File: src/rtl/simd_alu_pipe.sv
// simd_alu_pipe: two-stage valid/ready SIMD ALU over LANES lanes of LANE_W bits.
// S1 holds the registered operands, S2 holds the computed result and per-lane zero flags.
module simd_alu_pipe #(
  parameter int LANE_W = 16,
  parameter int LANES  = 4
) (
  input  logic                      clk,
  input  logic                      rst_n,
  input  logic                      in_valid,
  output logic                      in_ready,
  input  logic [3:0]                alu_op,
  input  logic                      sat_en,
  input  logic [LANE_W*LANES-1:0]   a,
  input  logic [LANE_W*LANES-1:0]   b,
  output logic                      out_valid,
  input  logic                      out_ready,
  output logic [LANE_W*LANES-1:0]   out,
  output logic [LANES-1:0]          lane_zero
);
  localparam int W  = LANE_W * LANES;
  localparam int SW = $clog2(LANE_W);

  logic             s1_valid_q, s2_valid_q, sat_q, s2_adv;
  logic [3:0]       op_q;
  logic [W-1:0]     a_q, b_q, res_q, res_d, wide_sum;
  logic [LANES-1:0] lz_q, lz_d;

  assign s2_adv    = !s2_valid_q || out_ready;
  assign in_ready  = !s1_valid_q || s2_adv;
  assign out_valid = s2_valid_q;
  assign out       = res_q;
  assign lane_zero = lz_q;
  assign wide_sum  = a_q + b_q;

  for (genvar g = 0; g < LANES; g++) begin : g_lane
    logic [LANE_W-1:0] la, lb, r, f;
    logic [LANE_W:0]   sum, dif;
    logic [SW-1:0]     sh;
    assign la  = a_q[g*LANE_W +: LANE_W];
    assign lb  = b_q[g*LANE_W +: LANE_W];
    assign sh  = lb[SW-1:0];
    assign sum = {1'b0, la} + {1'b0, lb};
    assign dif = {1'b0, la} - {1'b0, lb};
    always_comb begin
      r = '0;
      case (op_q)
        4'd0:    r = (sat_q && sum[LANE_W]) ? '1 : sum[LANE_W-1:0];
        4'd1:    r = (sat_q && dif[LANE_W]) ? '0 : dif[LANE_W-1:0];
        4'd2:    r = la & lb;
        4'd3:    r = la | lb;
        4'd4:    r = la ^ lb;
        4'd5:    r = la << sh;
        4'd6:    r = la >> sh;
        4'd8:    r = $signed(la) >>> sh;
        4'd9:    r = (la < lb) ? la : lb;
        4'd10:   r = (la < lb) ? lb : la;
        4'd11:   r = {LANE_W{la == lb}};
        4'd12:   r = {LANE_W{la < lb}};
        default: r = '0;
      endcase
    end
    // ADDW bypasses the lane ALUs; its carries ripple across lane boundaries
    assign f = (op_q == 4'd7) ? wide_sum[g*LANE_W +: LANE_W] : r;
    assign res_d[g*LANE_W +: LANE_W] = f;
    assign lz_d[g] = (f == '0);
  end

  always_ff @(posedge clk or negedge rst_n) begin
    if (!rst_n) begin
      s1_valid_q <= 1'b0;
      s2_valid_q <= 1'b0;
      op_q       <= '0;
      sat_q      <= 1'b0;
      a_q        <= '0;
      b_q        <= '0;
      res_q      <= '0;
      lz_q       <= '0;
    end else begin
      if (in_ready) begin
        s1_valid_q <= in_valid;
        if (in_valid) begin
          op_q  <= alu_op;
          sat_q <= sat_en;
          a_q   <= a;
          b_q   <= b;
        end
      end
      if (s2_adv) begin
        s2_valid_q <= s1_valid_q;
        if (s1_valid_q) begin
          res_q <= res_d;
          lz_q  <= lz_d;
        end
      end
    end
  end
endmodule

File: config.mk
export PLATFORM = sky130hd
export DESIGN_NAME = simd_alu_pipe
export DESIGN_NICKNAME = d
export VERILOG_FILES = /design/src/rtl/simd_alu_pipe.sv
export SDC_FILE = /design/constraint.sdc
export NUM_CORES = 1
export LEC_CHECK = 0
export CORE_MARGIN = 5
export CORE_UTILIZATION = 35
export CTS_CLUSTER_SIZE = 12
export DETAILED_ROUTE_END_ITERATION = 10
export PLACE_DENSITY = 0.56
export SLEW_MARGIN = 20
export SYNTH_ARGS = -nofsm -noshare
export SYNTH_HDL_FRONTEND = slang
export SYNTH_SLANG_ARGS = --single-unit
File: constraint.sdc
create_clock -name clk -period 5.47 [get_ports clk]
set_input_delay 1.094 -clock clk [delete_from_list [all_inputs] [get_ports clk]]
set_output_delay 1.094 -clock clk [all_outputs]
set_load 0.03 [all_outputs]
==> results.json <==
{
  "ys_seq_area_frac": 0.1874,
  "drt_pre_antenna_iters": 6,
  "min_period_ns": 5.088,
  "synth_warnings": 0,
  "synth_top_family_by_area": "compound AO/OA/AOI/OAI gates",
  "critPathLaunchType": "flop",
  "num_io_pins": 207,
  "cts_hold_buf": 0,
  "dp_slack_ns": 0.6154,
  "avgSynthCellArea_um2": 7.867,
  "hold_viol": 0,
  "vias_per_cell": 6.341,
  "max_freq_mhz": 196.5,
  "ant_nets": 0,
  "synth_edf_count": 0,
  "totalWireLength_um": 127100,
  "drive_above_1_share": 0.1543,
  "synth_compound_area_frac": 0.2754,
  "core_um2": 77080,
  "post_cts_buffers": 0,
  "synth_xor_area_frac": 0.02262,
  "die_width_um": 288.3,
  "switchingPower_uw": 6367,
  "cp-end-kind": "flop",
  "ctsResizeCount": 0,
  "cp.required_ns": 5.95,
  "grt_pass1_wl_um": 187500,
  "intPower_uw": 6262,
  "grt_max_degree": 94,
  "grt_pass1_vias": 28200,
  "p_sw_frac": 0.5041,
  "critical_path_class": "reg -> reg",
  "peakVddDrop_v": 0.0002251,
  "rrSetupSlack_ns": 0.38,
  "rsz0062_at_grt": "no",
  "wl_per_cell_um": 27.40,
  "clock_skew_ns": 0.01312,
  "worst_pin_slew_ns": 1.181,
  "drt-initial-drc-count": 3837,
  "max_cap_viol_count": 0,
  "p_seq_frac": 0.178,
  "start_util": 0.3516,
  "max_stage_delay_ns": 0.74,
  "p_per_area_nw_per_um2": 396.2,
  "clock_sinks": 203,
  "place_hpwl_um": 98270,
  "finalCritPeriodShare": 0.9302,
  "crit_chain": "inv_1, ha_1, inv_1, nor4_1, o21ai_1, a2111oi_0, buf_4, or4_1, a21boi_0, mux2i_1, nor2_1, nor4_1, nand3_1, o41ai_1",
  "status": "finished clean",
  "max-clock-path-buffers": 3,
  "path_clk_slew_ns": 0.06,
  "die-area_um2": 83100,
  "reg2reg_to": "lane_zero[3]",
  "yosysUniqueCellTypes": 99,
  "numCtsBuffers": 28,
  "r2r_start": "a_q[4]",
  "final_max_slew_viol_count": 0,
  "place_area_um2": 30800,
  "drc": 0,
  "cp_slowest_cell": "a2111oi_0",
  "syn-cell-area_um2": 27100,
  "clkPwrFrac": 0.169,
  "async_reset_ff_frac": 1.000,
  "holdWs_ns": 0.4440,
  "path_max_fanout": 12,
  "fin_setup_tns_ns": 0,
  "die_h_um": 288.3,
  "antenna_found_initial": 2,
  "ctsHtreeMaxLevel": 1,
  "ys_ff_latch": 203,
  "worstPathArrival_ns": 5.56,
  "insertion_delay_ns": 0.59,
  "vias": 29420,
  "synthMuxAreaShare": 0.1679,
  "dominantRegCellSynth": "dfrtp_1",
  "cts_tree": "done",
  "clk_root_buffer_cell": "clkbuf_16",
  "grt_usage": 0.2922,
  "synth_nets": 3786,
  "port_buffers": 206,
  "yosys.area_share.adder": 0.09639,
  "fillerInstances": 7943,
  "layout_setup_ws_ns": 0.3817,
  "p_comb_frac": 0.653,
  "setup_viol": 0,
  "postSynthCellCount": 3445,
  "slew_headroom": 0.2095,
  "fin_area_um2": 31880,
  "yosys.area_share.simple": 0.1818,
  "grt-ovfl-total": 0,
  "p_leak_uw": 0.01301,
  "area_delta_synth_final_pct": 17.62,
  "place_congestion": 1.031,
  "nNetsFinal": 3918,
  "reg2reg_depth": 14,
  "core.rowCount": 102,
  "hp-class": "in -> async"
}
==> worst max-delay path, delay by kind of cell (launching register included) <==
family                   cells  cell delay, ns
AND/OR/NAND/NOR              5            1.65
flip-flops                   1            0.61
AO/OA/AOI/OAI                4            1.53
adder cells (fa/ha/maj)      1            0.44
multiplexers                 1            0.24
buffers and inverters        3            0.48
==> layer usage <==
layer,track usage,share of wire,up-vias
li1,-,-,13100
met4,0.1231,0.052,0
met3,0.05020,0.096,326
met2,0.4626,0.45,1693
met1,0.3947,0.41,14310
met5,0,0,-
==> per-stage QoR <==
step / total power (uW) / std cells / utilization
global route: 13280 / 4638 / 0.4135
CTS: 12490 / 4638 / 0.4135
detailed placement: 10270 / 4587 / 0.3996
global placement: 10290 / 4587 / 0.3996
floorplan: 7293 / 3445 / -
finish: 12630 / 4640 / 0.4136
==> cells by family after synthesis <==
group / count (synthesis)
flip-flops: 203
AO/OA/AOI/OAI: 1108
buffers and inverters: 473
adder cells (fa/ha/maj): 204
multiplexers: 355
AND/OR/NAND/NOR: 1032
XOR/XNOR: 70
==> power by group through the flow <==
stage / clock, uW / combinational [uW] / sequential (uW)
after floorplan: 0 / 4700 / 2600
after global placement: 0 / 8030 / 2260
after detailed placement: 0 / 8000 / 2270
after CTS: 2200 / 8040 / 2250
after global routing: 2260 / 8720 / 2300
final: 2130 / 8250 / 2250
==> state kept, by name (all words and copies together) (netlist names) <==
| register | flops |
|---|---|
| s1_valid_q | 1 |
| out_valid | 1 |
| sat_q | 1 |
| out | 64 |
| b_q | 64 |
| lane_zero | 4 |
| a_q | 64 |
| op_q | 4 |
==> how the worst max path moves through the flow <==
stage                 start            to  slack (ns)
finish               a_q[4]  lane_zero[3]        0.38
global route         a_q[4]  lane_zero[3]        0.12
CTS                  a_q[4]  lane_zero[2]        0.60
detailed placement   a_q[4]  lane_zero[2]        0.62
global placement    a_q[22]  lane_zero[3]        0.70
floorplan           b_q[49]  lane_zero[3]        1.04
==> area by class of cell <==
class                      instances  area, um^2  area share
multi-input combinational       2769       20280      0.6363
sequential                       203        5086      0.1595
timing repair buffer             377        3388      0.1063
tap                             1040        1301     0.04082
clock buffer                      37       815.8     0.02559
inverter                         198       743.2     0.02331
clock inverter                    14       254.0    0.007968
antenna                            2       5.005   0.0001570
==> Yosys cell counts (23+ instances only) <==
cell      number  area share
nor2_1       316       0.044
nand2_1      295       0.041
a21oi_1      271       0.050
o21ai_0      223       0.041
dfrtp_1      203        0.19
ha_1         196       0.090
mux2_2       196       0.081
clkbuf_1     191       0.026
inv_1        187       0.026
mux2i_1       99       0.037
nor3_1        77       0.014
nand3_1       61       0.011
mux4_2        60       0.050
a22oi_1       56       0.016
o211ai_1      55       0.015
nand4_1       52       0.012
xnor2_1       52       0.017
buf_2         49      0.0090
a211oi_1      47       0.013
a221oi_1      45       0.015
nor2b_1       41      0.0095
a31oi_1       38      0.0088
nor4_1        35      0.0081
buf_1         32      0.0044
a21o_1        28      0.0078
o21bai_1      28      0.0078
o31ai_1       27      0.0075
a221o_1       24      0.0089
o21a_1        23      0.0064
==> layout by cell type (no fill, tap or decap), drive strengths merged, types with 37 or more instances in the layout <==
master,instances
mux4,60
a221oi,47
a211oi,50
nor4,37
inv,194
xnor2,52
dfrtp,203
a21oi,271
mux2i,99
o211ai,55
nand4,52
nor2,316
a22oi,56
ha,196
clkdlybuf4s50,205
a31oi,38
mux2,196
nand2,295
nand3,61
nor2b,41
clkbuf,37
o21ai,238
buf,172
nor3,78
(Power assumes the default switching activity.)
